File: src/rtl/jellyvl_graycode_pkg.sv
// Shared gray-code helpers and the synchroniser FSM state type.
// The conversion functions work on a fixed maximum width; callers
// zero-extend their operands and truncate the result, which is exact
// because leading zero bits do not alter either conversion.
package jellyvl_graycode_pkg;

  localparam int GRAY_MAX_W = 64;

  typedef enum logic [1:0] {
    FILL  = 2'd0,
    PRIME = 2'd1,
    RUN   = 2'd2
  } state_t;

  function automatic logic [GRAY_MAX_W-1:0] bin_to_gray(input logic [GRAY_MAX_W-1:0] bin);
    return bin ^ (bin >> 1);
  endfunction

  function automatic logic [GRAY_MAX_W-1:0] gray_to_bin(input logic [GRAY_MAX_W-1:0] gray);
    logic [GRAY_MAX_W-1:0] bin;
    bin[GRAY_MAX_W-1] = gray[GRAY_MAX_W-1];
    for (int i = GRAY_MAX_W - 2; i >= 0; i--) begin
      bin[i] = bin[i+1] ^ gray[i];
    end
    return bin;
  endfunction

endpackage

File: src/rtl/jellyvl_graycode_step_check.sv
// Sticky detector for lossy gray transitions: flags a sample pair that
// differs in more than one bit. Only compiled when the optional checker
// is enabled with JELLYVL_CDC_GRAY_STEP_CHECK_EN.
`ifdef JELLYVL_CDC_GRAY_STEP_CHECK_EN
module jellyvl_graycode_step_check #(
  parameter int WIDTH = 8
) (
  input  logic             clk,
  input  logic             reset,
  input  logic [WIDTH-1:0] prev,
  input  logic [WIDTH-1:0] cur,
  input  logic             check_en,
  input  logic             clear,
  output logic             err
);

  logic [WIDTH-1:0] diff;
  logic             multi_bit;

  // More than one set bit in the difference: x & (x-1) is nonzero.
  always_comb begin
    diff      = prev ^ cur;
    multi_bit = (diff & (diff - WIDTH'(1))) != '0;
  end

  // Sticky error; a new error takes priority over a simultaneous clear.
  always_ff @(posedge clk) begin
    if (reset) begin
      err <= 1'b0;
    end else if (check_en && multi_bit) begin
      err <= 1'b1;
    end else if (clear) begin
      err <= 1'b0;
    end
  end

endmodule
`endif

File: src/rtl/jellyvl_cdc_gray_multi_sync.sv
// Destination-side synchroniser for NUM_CH independent gray-coded counters.
// Each channel passes through a SYNC_FF-deep flop chain, is decoded to
// binary and reports its value, the modular increment and a change pulse.
// Optional multi-bit step checker: define JELLYVL_CDC_GRAY_STEP_CHECK_EN.
module jellyvl_cdc_gray_multi_sync
  import jellyvl_graycode_pkg::*;
#(
  parameter int    NUM_CH     = 1,
  parameter int    WIDTH      = 8,
  parameter int    SYNC_FF    = 3,
  parameter string DEVICE     = "RTL",
  parameter string SIMULATION = "false",
  parameter string DEBUG      = "false"
) (
  input  logic                    clk,
  input  logic                    reset,
  input  logic [NUM_CH*WIDTH-1:0] s_gray,
  input  logic                    clear_err,
  output logic [NUM_CH*WIDTH-1:0] m_bin,
  output logic [NUM_CH*WIDTH-1:0] m_delta,
  output logic [NUM_CH-1:0]       m_valid,
  output logic [NUM_CH-1:0]       m_step_err,
  output logic                    m_ready
);

  localparam int CNT_W = $clog2(SYNC_FF + 1);

  // Width-specific wrapper around the package decoder.
  function automatic logic [WIDTH-1:0] g2b(input logic [WIDTH-1:0] g);
    logic [GRAY_MAX_W-1:0] wide;
    wide = gray_to_bin(GRAY_MAX_W'(g));
    return wide[WIDTH-1:0];
  endfunction

  logic [NUM_CH*WIDTH-1:0] sync_ff [SYNC_FF];
  logic [NUM_CH*WIDTH-1:0] sync_gray;
  logic [NUM_CH*WIDTH-1:0] sync_bin;
  logic [NUM_CH*WIDTH-1:0] prev_gray;
  logic [NUM_CH-1:0]       changed;
  state_t                  state;
  logic [CNT_W-1:0]        fill_cnt;

  // Configuration strings are informational only; no vendor primitives.
  logic [2:0] unused_cfg;
  assign unused_cfg = {DEVICE == "RTL", SIMULATION == "true", DEBUG == "true"};

  // Metastability chain: every channel shifts through SYNC_FF flops.
  always_ff @(posedge clk) begin
    if (reset) begin
      for (int i = 0; i < SYNC_FF; i++) begin
        sync_ff[i] <= '0;
      end
    end else begin
      sync_ff[0] <= s_gray;
      for (int i = 1; i < SYNC_FF; i++) begin
        sync_ff[i] <= sync_ff[i-1];
      end
    end
  end

  // Decode the synchronised codes and detect per-channel changes.
  always_comb begin
    sync_gray = sync_ff[SYNC_FF-1];
    sync_bin  = '0;
    changed   = '0;
    for (int n = 0; n < NUM_CH; n++) begin
      sync_bin[n*WIDTH +: WIDTH] = g2b(sync_gray[n*WIDTH +: WIDTH]);
      changed[n] = sync_gray[n*WIDTH +: WIDTH] != prev_gray[n*WIDTH +: WIDTH];
    end
  end

  // Shared FSM: wait for the chain to fill, load the baseline, then run.
  always_ff @(posedge clk) begin
    if (reset) begin
      state    <= FILL;
      fill_cnt <= '0;
      m_ready  <= 1'b0;
    end else begin
      case (state)
        FILL: begin
          if (fill_cnt == CNT_W'(SYNC_FF - 1)) begin
            state <= PRIME;
          end
          fill_cnt <= fill_cnt + CNT_W'(1);
        end
        PRIME: begin
          state   <= RUN;
          m_ready <= 1'b1;
        end
        RUN: begin
          m_ready <= 1'b1;
        end
        default: begin
          state    <= FILL;
          fill_cnt <= '0;
          m_ready  <= 1'b0;
        end
      endcase
    end
  end

  // Per-channel value, delta and change pulse registers.
  always_ff @(posedge clk) begin
    if (reset) begin
      m_bin     <= '0;
      m_delta   <= '0;
      m_valid   <= '0;
      prev_gray <= '0;
    end else begin
      case (state)
        PRIME: begin
          prev_gray <= sync_gray;
          m_bin     <= sync_bin;
          m_delta   <= '0;
          m_valid   <= '0;
        end
        RUN: begin
          for (int n = 0; n < NUM_CH; n++) begin
            if (changed[n]) begin
              m_bin[n*WIDTH +: WIDTH]     <= sync_bin[n*WIDTH +: WIDTH];
              m_delta[n*WIDTH +: WIDTH]   <= sync_bin[n*WIDTH +: WIDTH] - m_bin[n*WIDTH +: WIDTH];
              m_valid[n]                  <= 1'b1;
              prev_gray[n*WIDTH +: WIDTH] <= sync_gray[n*WIDTH +: WIDTH];
            end else begin
              m_valid[n] <= 1'b0;
            end
          end
        end
        default: begin
          m_valid <= '0;
        end
      endcase
    end
  end

`ifdef JELLYVL_CDC_GRAY_STEP_CHECK_EN
  // One sticky checker per channel, active only once running.
  for (genvar n = 0; n < NUM_CH; n++) begin : g_step_check
    jellyvl_graycode_step_check #(
      .WIDTH(WIDTH)
    ) u_step_check (
      .clk     (clk),
      .reset   (reset),
      .prev    (prev_gray[n*WIDTH +: WIDTH]),
      .cur     (sync_gray[n*WIDTH +: WIDTH]),
      .check_en(state == RUN),
      .clear   (clear_err),
      .err     (m_step_err[n])
    );
  end
`else
  logic unused_clear_err;
  assign unused_clear_err = clear_err;
  assign m_step_err       = '0;
`endif

endmodule
File: config.mk
export PLATFORM = sky130hd
export DESIGN_NAME = jellyvl_cdc_gray_multi_sync
export DESIGN_NICKNAME = d
export VERILOG_FILES = /design/src/rtl/jellyvl_graycode_pkg.sv /design/src/rtl/jellyvl_graycode_step_check.sv /design/src/rtl/jellyvl_cdc_gray_multi_sync.sv
export SDC_FILE = /design/constraint.sdc
export NUM_CORES = 1
export LEC_CHECK = 0
export ABC_AREA = 1
export BUFFER_PORTS_ARGS = -buffer_cell sky130_fd_sc_hd__buf_2
export CAP_MARGIN = 40
export CORE_UTILIZATION = 60
export CTS_CLUSTER_SIZE = 16
export DETAILED_ROUTE_END_ITERATION = 7
export PLACE_DENSITY = 0.82
export SYNTH_ARGS = -nofsm -noshare
export SYNTH_HDL_FRONTEND = slang
export SYNTH_SLANG_ARGS = --single-unit
File: constraint.sdc
create_clock -name clk -period 8 [get_ports clk]
set_clock_uncertainty 0.05 [all_clocks]
set_input_delay 1.6 -clock clk [delete_from_list [all_inputs] [get_ports clk]]
set_output_delay 1.6 -clock clk [all_outputs]
set_load 0.02 [all_outputs]
# --- After elaboration in Yosys (flattened, before gate mapping) ---
# Memory sizes are Yosys's and may differ from the RTL's.
# Cells that the tools add are included.
word_totals:
  regBits: 30
  latch_bits: 0
  ram_bits: 24
  mem_bits_ro: 0
  inputBits: 11
  wordCells: 50
  mem_count: 1
op_classes:
  addsub: 2
  multipliers: 0
  div_mod_pow: 0
  magnitude_cmp: 0
  eq_ne: 6
  shifts: 0
  mux: 17
  bitwise: 11
  reduce_logical: 6
mem_list:
  columns: ["name", "depth", "word_bits", "read_ports", "rd_clocked_by_memory_dff", "write_ports", "line", "source"]
  rows:
  - ["sync_ff", 3, 8, 3, 0, 3, "jellyvl_cdc_gray_multi_sync.sv:35", "logic [NUM_CH*WIDTH-1:0] sync_ff [SYNC_FF];"]
ops:
  columns: ["op", "count"]
  rows:
  - ["$mux 8", 6]
  - ["$pmux 8 s2", 3]
  - ["$ne 8x8->1", 1]
  - ["$sub 8x8->8", 1]
  - ["$xor 1x1->1", 7]
  - ["$pmux 2 s3", 1]
  - ["$eq 2x2->1 const B", 2]
  - ["$mux 1", 4]
  - ["$ne 2x2->1 const B", 2]
  - ["$pmux 2 s2", 1]
  - ["$reduce_and 2->1", 2]
  - ["$reduce_or 2->1", 2]
  - ["$or 1x1->1", 3]
  - ["$add 2x1->2 const B", 1]
  - ["$eq 2x1->1 const B", 1]
  - ["$logic_not 2->1", 1]
  - ["$mux 2", 1]
  - ["$pmux 1 s2", 1]
  - ["$reduce_bool 2->1", 1]
  - ["$not 1->1", 1]

# --- Longest topological paths before layout ---
# Gate-level depths: netlist of run 1.
# An unclocked memory read counts as a cell.
depth:
  depth_word: 11
  ltp_mapped: 22
  depth_no_buf: 22

# --- Worst setup path before layout of run 1 ---
# No wires, ideal clock.
synth_path:
  path_kind: "register to register"
  startpoint: "memory sync_ff[0][23] in the netlist's numbering"
  endpoint: "register m_delta[6]"
  setup_time_ps: 71
  t_arrival_ps: 2651
  t_required_ps: 7879
  setup_slack_ps: 5228
  path_stages_with_launch: 22
  n_path_buf: 0
  synth_period_minus_slack_ps: 2772
  cell_sequence: "dfxtp_1 -> inv_1 -> nand2_1 -> nand3_2 -> nand3_2 -> nand2_4 -> nand2_2 -> nand3_4 -> nand2_4 -> nand2_4 -> nand2_4 -> nand2_4 -> and2_1 -> ha_1 -> fa_1 -> o21ai_0 -> nand2_1 -> nand2_1 -> a21oi_1 -> a21oi_1 -> o21ai_0 -> a21oi_1"
synth_rtl:
  columns: ["element", "line", "source"]
  rows:
  - ["start, declared", "jellyvl_cdc_gray_multi_sync.sv:35", null]
  - ["end signal, assigned by index", "jellyvl_cdc_gray_multi_sync.sv:121", "m_delta[n*WIDTH +: WIDTH] <= sync_bin[n*WIDTH +: WIDTH] - m_bin[n*WIDTH +: WIDTH];"]
  - ["end, declared", "jellyvl_cdc_gray_multi_sync.sv:20", "output logic [NUM_CH*WIDTH-1:0] m_delta,"]

==> flow_metrics.py, run 1 <==
metrics = {
    "run_status": {
        "status": "finished, final reports clean",
    },
    "timing": {
        "finalSetupTns_ns": 0,
        "fin_crit_sh_pct": 40.1,
        "drv_slew": 0,
        "relSlewSlack_pct": 59.8,
        "worst_pin_slew_ns": 0.602,
        "max_freq_mhz": 311,
        "finalCriticalPeriod_ns": 3.21,
        "hold_viol": 0,
        "setup_viol": 0,
        "grt_setup_unrepaired": "no",
    },
    "drt": {
        "wire_per_inst_um": 11.4,
        "firstDrtPassIters": 4,
        "drc": 0,
        "drt_wl_total_um": 4180,
        "viasPerCell": 5.09,
        "ant_nets": 0,
        "drtIter0Drc": 89,
        "vias": 1867,
    },
    "grt": {
        "track_usage_pct": 22.4,
        "grt_pass1_wl_um": 7310,
        "grt_util_met3_pct": 4.17,
        "grt_max_degree": 35,
        "antenna_found_initial": 0,
        "grt_pass1_vias": 1783,
        "grt_remaining_overflow": 0,
        "grtUsageMet2_pct": 41.6,
        "grt_use_met1_pct": 24.4,
        "top_usage_layer": "met2",
    },
    "synth": {
        "ys_types": 30,
        "yosys.area.top_type_share_pct": 44.0,
        "synth_nets": 319,
        "yosys.area.top_type": "dfxtp_1",
        "postSynthCellCount": 295,
        "yosys_register_bits": 53,
        "synth.area.top_cells": "dfxtp_1, inv_1, a21oi_1, ha_1, nor2_1",
        "netlist_area_um2": 2410,
        "ys_seq_area_share_pct": 44.0,
        "yosysWarnings": 0,
        "synth_area_per_cell_um2": 8.17,
    },
    "critical_path": {
        "crit_arrival_ns": 3.40,
        "end_kind": "register",
        "critPathLaunchType": "register",
        "setup.worst_path.class": "register to register",
        "cp.required_ns": 8.19,
        "cp_max_fo": 4,
    },
    "clock_tree": {
        "postCtsSetupRepairBufs": 0,
        "clk_pin_slew_ns": 0.09,
        "cts_tree": "built",
        "cts_resized": 0,
        "clk_latency_ns": 0.31,
        "cts_buffer_depth": 2,
        "cts_hold_buf": 0,
        "cts_buffers": 5,
        "htree_levels": 2,
        "clock-sinks": 53,
        "cts_root_buf": "clkbuf_8",
    },
    "placement": {
        "portBuffers": 27,
        "gp_congestion": 0.771,
        "dp_hpwl_um": 2970,
    },
    "die": {
        "top_level_ports": 30,
        "die_w_um": 65.4,
        "core_area_um2": 3740,
        "row_count": 22,
        "start_util_pct": 64.4,
        "die-area_um2": 4280,
        "die_y_um": 65.4,
    },
    "flow_run": {
        "maxCapViolCount": 0,
    },
    "final_layout": {
        "diodes": 0,
        "final_nets": 343,
        "syn_to_final_growth_pct": 9.08,
        "finish.utilization_pct": 70.3,
        "drive_gt1_share_pct": 17.9,
    },
    "power_and_ir_drop": {
        "peakVddDrop_mv": 0.187,
        "cellPowerDensity_nw_per_um2": 288,
        "cellLeakagePower_nw": 1.27,
    },
    "hold_path": {
        "min_path_type": "register to register",
    },
}
[cell usage in the layout (no fill, tap or decap)]
cell / netlist / layout
inv_1: 55 / 55
dfxtp_1: 53 / 53
nor2_1: 35 / 35
a21oi_1: 33 / 33
buf_2: 1 / 27
nand2_1: 23 / 23
o21ai_0: 23 / 23
ha_1: 12 / 12
nand3_2: 7 / 7
nand2_4: 7 / 7
xor2_1: 6 / 6
clkbuf_8: 0 / 5
nand2_2: 4 / 4
o21ai_1: 4 / 4
nand3_4: 3 / 3
nand3_1: 3 / 3
inv_2: 2 / 2
or2_1: 2 / 2
nand4_1: 2 / 2
nor3_1: 2 / 2
o31ai_1: 2 / 2
and2_1: 1 / 1
a211oi_1: 1 / 1
o31a_1: 1 / 1
a21o_1: 1 / 1
xnor2_1: 1 / 1
fa_1: 1 / 1
conb_1: 1 / 1
clkinv_4: 0 / 1
clkinvlp_4: 0 / 1
[power breakdown]
group	switching (mW)	internal, mW
clock	0.0851	0.0604
sequential	0.0247	0.308
combinational	0.182	0.0964
[worst max-delay path: stages, from the launching register on]
cell and delay [ns]:
dfxtp_1 0.41, inv_1 0.10, nand2_1 0.09, nand3_2 0.08, nand2_2 0.13, nand2_4 0.08, nand2_4 0.09, nand2_2 0.07
nand3_4 0.10, nand3_4 0.10, nand2_4 0.11, nand2_4 0.05, and2_1 0.16, ha_1 0.20, fa_1 0.41, o21ai_0 0.33
nand2_1 0.11, nand2_1 0.08, a21oi_1 0.07, a21oi_1 0.13, o21ai_0 0.09, a21oi_1 0.11
[synth_stat cells, drive strengths merged]
cell,number
conb,1
inv,57
ha,12
o31a,1
o21ai,27
xnor2,1
nand4,2
nor3,2
nand3,13
a21oi,33
o31ai,2
nor2,35
fa,1
a21o,1
a211oi,1
or2,2
xor2,6
dfxtp,53
nand2,34
buf,5
and2,1
clkbuf,5
[final timing paths]
path / from / end / slack [ns] / cells past startpoint
hold / removal: sync_ff[0][11] / sync_ff[0][19] / 0.35 / 2
hold reg to reg: sync_ff[0][11] / sync_ff[0][19] / 0.35 / 2
setup / recovery: sync_ff[0][23] / m_delta[6] / 4.79 / 21
setup reg to reg: sync_ff[0][23] / m_delta[6] / 4.79 / 21
[area by class of cell]
cell class              instances  area (um^2)
multi-input cells             175         1070
flip-flops and latches         53         1060
inverters                      57          214
well taps                      48         60.1
repair buffers                 27          135
clock buffers                   5         68.8
clock inverters                 2         16.3
fillers                       314         1110
[state kept, by name, indices dropped and copies added (netlist names)]
name	cells
state	2
m_ready	1
m_bin	8
sync_ff	24
prev_gray	7
fill_cnt	2
m_delta	8
m_valid	1
[cells by family after synthesis]
group	share of synthesized area, %
AO/OA/AOI/OAI	14.1
XOR/XNOR	2.54
adder cells (fa/ha/maj)	7.06
buffers and inverters	11.4
flip-flops	44.0
other	0.156
AND/OR/NAND/NOR	20.8
[stage by stage]
step / cells / total power [mW] / hold WS (ns) / instance area, um^2 / setup WS (ns)
finish: 367 / 0.757 / 0.355 / 2630 / 4.79
global route: 367 / 0.813 / 0.373 / 2630 / 4.54
CTS: 367 / 0.759 / 0.354 / 2630 / 4.85
detailed placement: 360 / 0.613 / 0.344 / 2540 / 4.92
global placement: 360 / 0.601 / 0.341 / 2540 / 4.93
floorplan: 295 / 0.558 / 0.338 / 2410 / 5.23
[layer usage]
| metal | part of all wire [%] | routed length (um) |
|---|---|---|
| met5 | 0 | 0 |
| met4 | 1.2 | 52 |
| met3 | 4.7 | 197 |
| met2 | 51 | 2120 |
| met1 | 43 | 1810 |
Power figures use the tool's default switching activity.
==> run 2, diff against run 1 <==
CORE_UTILIZATION = 57   (was 60)
PLACE_DENSITY = 0.79   (was 0.82)
clock period = 3.2 ns   (was 8 ns; I/O delays follow)
==> run 2 against run 1 <==
Die area up 5.1%; cell count up 0.54%; routed wire length down 4.2%; final area up 0.62%; sequential cell count unchanged; critical endpoint unchanged; combinational power rose to 2.5 times the previous value.
==> flow_metrics.py, run 2 (synthesis gave the netlist of run 1 again) <==
metrics = {
    "final_layout": {
        "largest_reg_flops": 24,
        "diodes": 0,
        "final_nets": 343,
        "final_common_cell": "inv_1",
        "mostFrequentLayoutCells": "inv_1, dfxtp_1, nor2_1",
        "drive_gt1_share_pct": 19.1,
        "top_register": "sync_ff",
        "finish.utilization_pct": 65.7,
        "reg_top3": "sync_ff (24), m_bin (8), m_delta (8)",
        "syn_to_final_growth_pct": 9.76,
    },
    "power_and_ir_drop": {
        "p_sw_mw": 0.720,
        "peakVddDrop_mv": 0.507,
        "pwr-share-clk_pct": 19.8,
        "comb_power_share_pct": 36.5,
        "cellLeakagePower_nw": 1.28,
        "cellPowerDensity_nw_per_um2": 720,
        "switching_share_pct": 37.8,
        "p_int_mw": 1.19,
        "power_frac_seq_pct": 43.7,
    },
    "clock_tree": {
        "clock-sinks": 53,
        "htree_levels": 2,
        "postCtsSetupRepairBufs": 0,
        "clk_latency_ns": 0.30,
        "cts_root_buf": "clkbuf_8",
        "clk_pin_slew_ns": 0.09,
        "cts_buffer_depth": 2,
        "cts_tree": "built",
        "cts_buffers": 5,
    },
    "timing": {
        "max_freq_mhz": 344,
        "finalSetupTns_ns": 0,
        "finalCriticalPeriod_ns": 2.90,
        "drv_slew": 0,
        "hold_viol": 0,
        "setup_viol": 0,
        "relSlewSlack_pct": 58.4,
        "fin_crit_sh_pct": 90.8,
        "worst_pin_slew_ns": 0.624,
        "grt_setup_unrepaired": "no",
    },
    "die": {
        "core_area_um2": 4030,
        "die_w_um": 67.0,
        "start_util_pct": 59.8,
        "top_level_ports": 30,
        "die_y_um": 67.0,
        "row_count": 23,
        "die-area_um2": 4490,
    },
    "grt": {
        "grt_remaining_overflow": 0,
        "grt_max_degree": 35,
        "grt_pass1_vias": 1678,
        "antenna_found_initial": 0,
        "grt_pass1_wl_um": 6770,
        "track_usage_pct": 20.2,
    },
    "placement": {
        "gp_congestion": 0.773,
        "portBuffers": 27,
        "dp_hpwl_um": 2840,
    },
    "critical_path": {
        "crit_chain": "inv_1 > nand2_1 > nand3_2 > nand2_2 > nand2_4 > nand2_4 > nand2_2 > nand3_4 > nand2_4 > nand2_4 > nand2_4 > nand2_4 > and2_1 > ha_1 > fa_2 > o21ai_2 > nand2_1 > nand2_1 > a21oi_1 > a21oi_1 > o21ai_0 > a21oi_1",
        "cp.required_ns": 3.38,
        "cpMostUsedCell": "nand2_4",
        "critPathLaunchType": "register",
        "max_stage_delay_ns": 0.37,
        "cp_max_fo": 4,
        "crit_arrival_ns": 3.09,
        "cp_top_family": "simple AND/OR/NAND/NOR gates",
        "end_kind": "register",
        "critical_path_buf_inv_count": 1,
        "setup.worst_path.class": "register to register",
        "slowest_stage": "fa_2",
    },
    "drt": {
        "drc": 0,
        "ant_nets": 0,
        "drtIter0Drc": 115,
        "viasPerCell": 4.94,
        "firstDrtPassIters": 4,
        "drt_wl_total_um": 4000,
        "vias": 1824,
        "wire_per_inst_um": 10.8,
    },
    "hold_path": {
        "min_path_type": "register to register",
    },
    "flow_run": {
        "maxCapViolCount": 0,
    },
    "run_status": {
        "status": "finished, final reports clean",
    },
}
## run 2: cell count changes in the layout (fill, tap and decap cells not counted)
cell | previous run | this run
o21ai_2 | 0 | 1
clkbuf_8 | 5 | 6
dfxtp_1 | 53 | 51
fa_1 | 1 | 0
clkinv_4 | 1 | 0
o21ai_0 | 23 | 22
fa_2 | 0 | 1
dfxtp_2 | 0 | 2
## run 2: what timing repair did
item / in CTS / in global routing
setup endpoints to repair: 0 / 1
resized for setup: 0 / 5
hold buffers: 0 / 0
## run 2: layer usage
layer	share of wire [%]	vias to the layer above	GRT usage, %	routed length [um]
met5	0	-	0	0
met4	1.6	0	8.78	66
met3	3.7	7	5.48	149
met2	48	39	34.8	1900
met1	47	806	23.1	1880
li1	-	972	-	-
## run 2: stage by stage
step                      total power, mW  hold WS [ns]  area, um^2  worst slack, ns  instances
after CTS                            1.91         0.355        2640           0.0443        369
after detailed placement             1.53         0.342        2550           0.0901        362
after floorplan                      1.40         0.338        2410            0.428        295
final                                1.91         0.349        2650            0.296        369
after global routing                 2.05         0.362        2650          0.00191        369
after global placement               1.50         0.341        2550            0.167        362
## run 2: final cells by class
class	count	area (um^2)
multi-input combinational	175	1080
clock inverter	1	7.51
fill	332	1380
timing repair buffer	27	135
tap	50	62.6
inverter	57	214
clock buffer	6	82.6
sequential	53	1060
## run 2: power by group through the flow
| stage | Combinational (mW) | Sequential [mW] | Clock [mW] |
|---|---|---|---|
| floorplan | 0.487 | 0.909 | 0 |
| global placement | 0.661 | 0.842 | 0 |
| detailed placement | 0.684 | 0.848 | 0 |
| CTS | 0.691 | 0.834 | 0.387 |
| global route | 0.792 | 0.848 | 0.409 |
| finish | 0.696 | 0.834 | 0.377 |
## run 2: tightest hold or removal path: cells and delay by family (launching register included)
kind	cells	cell delay, ns
buffers and inverters	1	0.04
DFF	1	0.31
and+or+nand+nor	1	0.03
## run 2: worst paths after layout
| kind | start | end | slack, ns | cells after the start |
|---|---|---|---|---|
| worst min register to register | sync_ff[0][15] | sync_ff[0][23] | 0.35 | 2 |
| worst min-delay path | sync_ff[0][15] | sync_ff[0][23] | 0.35 | 2 |
| worst max register to register | sync_ff[0][23] | m_delta[6] | 0.30 | 22 |
| worst max-delay path | sync_ff[0][23] | m_delta[6] | 0.30 | 22 |
